**src/rtl/mc_pkg.sv**
```systemverilog
// Shared encodings for the multicycle control unit:
// state numbers, opcode constants and the datapath control word.
package mc_pkg;

   typedef enum logic [3:0] {
      S_FETCH  = 4'd0,
      S_DECODE = 4'd1,
      S_MEMADR = 4'd2,
      S_MEMRD  = 4'd3,
      S_MEMWB  = 4'd4,
      S_MEMWR  = 4'd5,
      S_EXEC   = 4'd6,
      S_ALUWB  = 4'd7,
      S_BRANCH = 4'd8,
      S_JUMP   = 4'd9,
      S_ADDIEX = 4'd10,
      S_ADDIWB = 4'd11,
      S_HALT   = 4'd15
   } state_t;

   localparam logic [5:0] OP_R    = 6'b000000;
   localparam logic [5:0] OP_LW   = 6'b100011;
   localparam logic [5:0] OP_SW   = 6'b101011;
   localparam logic [5:0] OP_BEQ  = 6'b000100;
   localparam logic [5:0] OP_J    = 6'b000010;
   localparam logic [5:0] OP_ADDI = 6'b001000;

   localparam logic [1:0] ALUB_REG  = 2'b00;
   localparam logic [1:0] ALUB_FOUR = 2'b01;
   localparam logic [1:0] ALUB_IMM  = 2'b10;
   localparam logic [1:0] ALUB_BOFS = 2'b11;

   localparam logic [1:0] ALUOP_ADD  = 2'b00;
   localparam logic [1:0] ALUOP_SUB  = 2'b01;
   localparam logic [1:0] ALUOP_FUNC = 2'b10;

   localparam logic [1:0] PCSRC_ALU  = 2'b00;
   localparam logic [1:0] PCSRC_OUT  = 2'b01;
   localparam logic [1:0] PCSRC_JUMP = 2'b10;

   typedef struct packed {
      logic       pc_en;
      logic       iord;
      logic       mem_read;
      logic       mem_write;
      logic       ir_write;
      logic       reg_dst;
      logic       mem_to_reg;
      logic       reg_write;
      logic       alu_src_a;
      logic [1:0] alu_src_b;
      logic [1:0] alu_op;
      logic [1:0] pc_source;
   } ctrl_t;

   localparam ctrl_t CTRL_IDLE = '0;

   // States that finish an instruction unconditionally on their single cycle.
   function automatic logic is_final(input state_t s);
      return (s == S_MEMWB) || (s == S_ALUWB) || (s == S_BRANCH) ||
             (s == S_JUMP)  || (s == S_ADDIWB);
   endfunction

endpackage

```
**src/rtl/mc_outdec.sv**
```systemverilog
// Moore output decode: maps the current state to its base control word.
// Handshake/flag qualification of PC and IR enables happens in the top.
module mc_outdec
   import mc_pkg::*;
(
   input  state_t state,
   output ctrl_t  ctrl
);

   always_comb begin
      ctrl = CTRL_IDLE;
      unique case (state)
         S_FETCH: begin
            ctrl.mem_read  = 1'b1;
            ctrl.ir_write  = 1'b1;
            ctrl.pc_en     = 1'b1;
            ctrl.alu_src_b = ALUB_FOUR;
            ctrl.alu_op    = ALUOP_ADD;
            ctrl.pc_source = PCSRC_ALU;
         end
         S_DECODE: begin
            ctrl.alu_src_b = ALUB_BOFS;
            ctrl.alu_op    = ALUOP_ADD;
         end
         S_MEMADR, S_ADDIEX: begin
            ctrl.alu_src_a = 1'b1;
            ctrl.alu_src_b = ALUB_IMM;
            ctrl.alu_op    = ALUOP_ADD;
         end
         S_MEMRD: begin
            ctrl.mem_read = 1'b1;
            ctrl.iord     = 1'b1;
         end
         S_MEMWB: begin
            ctrl.reg_write  = 1'b1;
            ctrl.mem_to_reg = 1'b1;
         end
         S_MEMWR: begin
            ctrl.mem_write = 1'b1;
            ctrl.iord      = 1'b1;
         end
         S_EXEC: begin
            ctrl.alu_src_a = 1'b1;
            ctrl.alu_src_b = ALUB_REG;
            ctrl.alu_op    = ALUOP_FUNC;
         end
         S_ALUWB: begin
            ctrl.reg_write = 1'b1;
            ctrl.reg_dst   = 1'b1;
         end
         S_BRANCH: begin
            ctrl.alu_src_a = 1'b1;
            ctrl.alu_src_b = ALUB_REG;
            ctrl.alu_op    = ALUOP_SUB;
            ctrl.pc_source = PCSRC_OUT;
            ctrl.pc_en     = 1'b1;
         end
         S_JUMP: begin
            ctrl.pc_source = PCSRC_JUMP;
            ctrl.pc_en     = 1'b1;
         end
         S_ADDIWB: begin
            ctrl.reg_write = 1'b1;
         end
         default: ctrl = CTRL_IDLE;
      endcase
   end

endmodule

```
**src/rtl/mc_control.sv**
```systemverilog
// Multicycle control FSM with registered retire/illegal pulses
// and a wrapping retired-instruction counter.
module mc_control
   import mc_pkg::*;
#(
   parameter bit TRAP_ILLEGAL = 1'b0,
   parameter int CNT_W        = 32
) (
   input  logic             Clk,
   input  logic             Reset_n,
   input  logic [5:0]       Opcode,
   input  logic             Zero,
   input  logic             MemReady,
   output logic             PCEn,
   output logic             IorD,
   output logic             MemRead,
   output logic             MemWrite,
   output logic             IRWrite,
   output logic             RegDst,
   output logic             MemtoReg,
   output logic             RegWrite,
   output logic             ALUSrcA,
   output logic [1:0]       ALUSrcB,
   output logic [1:0]       ALUOp,
   output logic [1:0]       PCSource,
   output logic [3:0]       State,
   output logic             Retire,
   output logic             Illegal,
   output logic [CNT_W-1:0] InstrCount
);

   localparam logic [CNT_W-1:0] ONE = {{(CNT_W-1){1'b0}}, 1'b1};

   state_t     state;
   ctrl_t      ctrl;
   logic       pc_qual;
   logic       retire;
   logic       illegal;
   logic [CNT_W-1:0] count;

   mc_outdec u_outdec (
      .state (state),
      .ctrl  (ctrl)
   );

   always_ff @(posedge Clk or negedge Reset_n) begin
      if (!Reset_n) begin
         state   <= S_FETCH;
         retire  <= 1'b0;
         illegal <= 1'b0;
         count   <= '0;
      end else begin
         retire  <= 1'b0;
         illegal <= 1'b0;
         if (is_final(state)) begin
            retire <= 1'b1;
            count  <= count + ONE;
            state  <= S_FETCH;
         end else begin
            unique case (state)
               S_FETCH: begin
                  if (MemReady) state <= S_DECODE;
               end
               S_DECODE: begin
                  unique case (Opcode)
                     OP_R:         state <= S_EXEC;
                     OP_LW, OP_SW: state <= S_MEMADR;
                     OP_BEQ:       state <= S_BRANCH;
                     OP_J:         state <= S_JUMP;
                     OP_ADDI:      state <= S_ADDIEX;
                     default: begin
                        illegal <= 1'b1;
                        state   <= TRAP_ILLEGAL ? S_HALT : S_FETCH;
                     end
                  endcase
               end
               S_MEMADR: begin
                  state <= (Opcode == OP_SW) ? S_MEMWR : S_MEMRD;
               end
               S_MEMRD: begin
                  if (MemReady) state <= S_MEMWB;
               end
               S_MEMWR: begin
                  if (MemReady) begin
                     retire <= 1'b1;
                     count  <= count + ONE;
                     state  <= S_FETCH;
                  end
               end
               S_EXEC:   state <= S_ALUWB;
               S_ADDIEX: state <= S_ADDIWB;
               S_HALT:   state <= S_HALT;
               default:  state <= S_FETCH;
            endcase
         end
      end
   end

   // FETCH commits PC/IR only on a completed read; BRANCH only when taken.
   always_comb begin
      pc_qual = 1'b1;
      if (state == S_FETCH)  pc_qual = MemReady;
      if (state == S_BRANCH) pc_qual = Zero;
   end

   assign PCEn       = ctrl.pc_en & pc_qual;
   assign IRWrite    = ctrl.ir_write & MemReady;
   assign IorD       = ctrl.iord;
   assign MemRead    = ctrl.mem_read;
   assign MemWrite   = ctrl.mem_write;
   assign RegDst     = ctrl.reg_dst;
   assign MemtoReg   = ctrl.mem_to_reg;
   assign RegWrite   = ctrl.reg_write;
   assign ALUSrcA    = ctrl.alu_src_a;
   assign ALUSrcB    = ctrl.alu_src_b;
   assign ALUOp      = ctrl.alu_op;
   assign PCSource   = ctrl.pc_source;
   assign State      = state;
   assign Retire     = retire;
   assign Illegal    = illegal;
   assign InstrCount = count;

endmodule

```
**config.mk**
```make
export PLATFORM = sky130hd
export DESIGN_NAME = mc_control
export DESIGN_NICKNAME = d
export VERILOG_FILES = /design/src/rtl/mc_pkg.sv /design/src/rtl/mc_outdec.sv /design/src/rtl/mc_control.sv
export SDC_FILE = /design/constraint.sdc
export NUM_CORES = 1
export LEC_CHECK = 0
export ABC_AREA = 1
export CELL_PAD_IN_SITES_DETAIL_PLACEMENT = 0
export CELL_PAD_IN_SITES_GLOBAL_PLACEMENT = 1
export CORE_ASPECT_RATIO = 1.75
export CORE_MARGIN = 2
export CORE_UTILIZATION = 37
export CTS_CLUSTER_SIZE = 8
export DETAILED_ROUTE_END_ITERATION = 10
export GPL_TIMING_DRIVEN = 0
export PLACE_DENSITY = 0.85
export SLEW_MARGIN = 20
export SYNTH_ARGS = -nofsm -noshare
export SYNTH_HDL_FRONTEND = slang
export SYNTH_SLANG_ARGS = --single-unit
```
**constraint.sdc**
```tcl
create_clock -name Clk -period 3.6 [get_ports Clk]
set_clock_uncertainty 0.1 [all_clocks]
set_input_delay 0.72 -clock Clk [delete_from_list [all_inputs] [get_ports Clk]]
set_output_delay 0.72 -clock Clk [all_outputs]
set_load 0.05 [all_outputs]
```
==> run summary <==
Final hold viol count: 0
Largest net degree at the start of global routing: 21
Post-CTS setup buffer count: 0
DP HPWL: 6400 um
CTS max path bufs: 2
F_max: 309 MHz
Worst-Margin Slew: 0.516 ns
Share of cells above drive strength 1: 7.09%
Core Box Area: 6910 um^2
Worst r2r src: InstrCount[0]
Delay-heaviest family, CP: buffers and inverters
Syn Area/Cell: 6.27 um^2
Vias: 2865
Kind of critical path: primary input to primary output
Cells after synthesis: 423
Synth Warn #: 0
Worst Reg-to-Reg Cells: 8
Top-area cell type share of the netlist area: 35.8%
Net count after synthesis: 434
Unique cell type count in the Yosys netlist: 22
Pre-CTS setup slack: 0.347 ns
RSZ-0062 raised after global routing: no
Num CTS Buffers: 5
XOR/XNOR Fraction of Synth Area: 3.96%
Detailed-route DRC error count: 0
Status: finished clean
Port Buffers: 62
Cell accounting for the most synthesized area: dfrtp_1
Worst-path clk slew: 0.06 ns
GP Congestion: 0.932
Worst path cell trace: clkdlybuf4s50_1 -> inv_1 -> o21ai_0 -> o21ai_0 -> inv_1 -> clkdlybuf4s50_1
Grt ovf: 0
Slew HR: 65.6%
Synthesized cell area: 2650 um^2
Initial Utilization: 38.4%
Mux cell area share after synthesis: 0%
Synthesized flop and latch total: 38
Main synth FF type: dfrtp_1
Period minus WS final: 3.23 ns
Crit path capture type: primary output
Register area share after synthesis: 35.8%
Die X: 68.0 um
Vias per cell: 4.96
Clk sinks: 38
IO Pins: 63
Compound-Gate Fraction of Synth Area: 2.83%
WL per Instance: 13.9 um
Non-Filler Instances: 578
PostCTS Resize Cnt: 0
Most frequent cell after synthesis: nand2_1
Comb power frac: 3.5%
H-tree depth: 2
Root buffer cell: clkbuf_16
Total negative slack: 0 ns
Pleak: 1.56 nW
Placed insts: 570
Antenna violations before repair: 0
Psw: 0.190 mW
Share of total power in the clock network: 49.3%
Main combinational cell family by area after synthesis: simple AND/OR/NAND/NOR gates
Fin crit share: 89.8%
Cell Rows: 40
Ys async rst share: 100%
GRT Overall Usage: 22.1%
Final #Nets: 504
Capture point of the worst reg-to-reg path: InstrCount[22]
Seq pwr share: 47.2%
Internal: 0.715 mW
Endpoints failing setup: 0
Area share of fa/ha/maj cells after synthesis: 0.472%
Synth-to-layout area growth: 33.8%
Die area: 7890 um^2
Slowest stage delay, CP: 0.79 ns
TritonCTS clock tree: done
Fillcell total: 752
Worst Path Required: 2.78 ns
Cts hold-fix bufs: 0
Largest cells by area after synthesis: dfrtp_1 36%, nand2_1 27%, nor2_1 9.8%
Post-route ant nets: 0
Reg2Reg Setup Slack: 1.75 ns
Final WL: 8030 um
Sw frac: 21.0%
Critical path's slowest cell: clkdlybuf4s50_1
Die H: 116 um
EDFF count, synth: 0
Max VDD drop: 0.000164 V
Synth Area in Simple Gates: 49.9%
Vias in the first global route: 2781
Max cap viols: 0
Antenna cell count: 0
First-pass GRT wire length: 13100 um
Fin. max-slew vios: 0
Worst Hold Class: primary input to async pin
PD cells: 255 nW/um^2
Post-synth top cells: 192 x nand2_1, 69 x nor2_1, 38 x dfrtp_1
WP buf/inv: 4
Drt initial violations: 158
Worst-path fanout max: 3
Core Util, Final: 51.4%
Router iterations before antenna repair: 4
Setup ws final: 0.366 ns
Critical Path Source Type: primary input
Worst-Skew Late Latency: 0.28 ns
CP Data Arrival Time: 2.41 ns
-- metrics by stage --
step	instance area (um^2)	hold WS, ns	power (mW)
floorplan	2650	0.324	0.442
global placement	3380	0.423	0.463
detailed placement	3400	0.427	0.468
CTS	3550	0.322	0.916
global route	3550	0.333	0.934
finish	3550	0.304	0.905
-- worst register-to-register path: stages (launching register included) --
cell and delay, ns:
dfrtp_1 0.43, ha_1 0.26, nand3_1 0.17, nor2_1 0.22
nand4_1 0.21, nor2_1 0.18, nand2_1 0.07, nand2_1 0.06
nand2_1 0.04
-- power by group through the flow --
stage	sequential [mW]	combinational, mW	clock (mW)
2_1_floorplan	0.435	0.00646	0
3_3_place_gp	0.435	0.0283	0
3_5_place_dp	0.435	0.0326	0
6_report	0.427	0.0317	0.446
5_1_grt	0.427	0.0359	0.471
4_1_cts	0.427	0.0325	0.456
-- worst max-delay path by stage --
| stage | cells after the start | end | startpoint |
|---|---|---|---|
| 5_1_grt | 6 | ALUSrcB[1] | State[3] |
| 6_report | 6 | PCEn | MemReady |
| 3_3_place_gp | 6 | PCEn | MemReady |
| 2_1_floorplan | 7 | PCEn | State[3] |
| 4_1_cts | 6 | PCEn | MemReady |
| 3_5_place_dp | 6 | PCEn | MemReady |
-- cells in the final DEF (no fill, tap or decap), types with 4 or more instances in the layout --
| cell type | netlist | routed |
|---|---|---|
| nand2_1 | 192 | 192 |
| nor2_1 | 69 | 69 |
| clkdlybuf4s50_1 | 0 | 61 |
| dfrtp_1 | 38 | 38 |
| inv_1 | 35 | 35 |
| nand3_1 | 17 | 17 |
| o21ai_0 | 12 | 12 |
| nand3b_1 | 11 | 11 |
| xor2_1 | 7 | 7 |
| nor2_2 | 5 | 5 |
| nand2_2 | 5 | 5 |
| xnor2_1 | 5 | 5 |
| clkbuf_16 | 0 | 5 |
| inv_2 | 4 | 4 |
| nand4_1 | 4 | 4 |
| buf_4 | 4 | 4 |
-- final cells by class --
class	count	area, um^2	area share [%]
plain buffers	6	40.0	1.13
repair buffers	63	643	18.1
multi-input cells	340	1520	42.7
inverters	39	146	4.13
clock buffers	7	143	4.02
well taps	84	105	2.96
clock inverters	1	5.00	0.141
flip-flops and latches	38	951	26.8
-- cells by family after synthesis --
family,Yosys count
flops,38
fa+ha+maj,1
compound gates,15
xor+xnor,12
simple gates,312
buf+inv,45
-- state kept, by name, summed over array words and instances (netlist names) --
name	flops
Illegal	1
InstrCount	32
Retire	1
State	4
-- metal layers --
layer	up-vias	wire length, um	GRT usage [%]
met4	0	265	9.20
li1	1445	-	-
met5	-	0	0
met2	75	4500	43.5
met3	17	280	3.20
met1	1328	2990	21.8
Note: power is estimated with default switching activity, not from simulation.
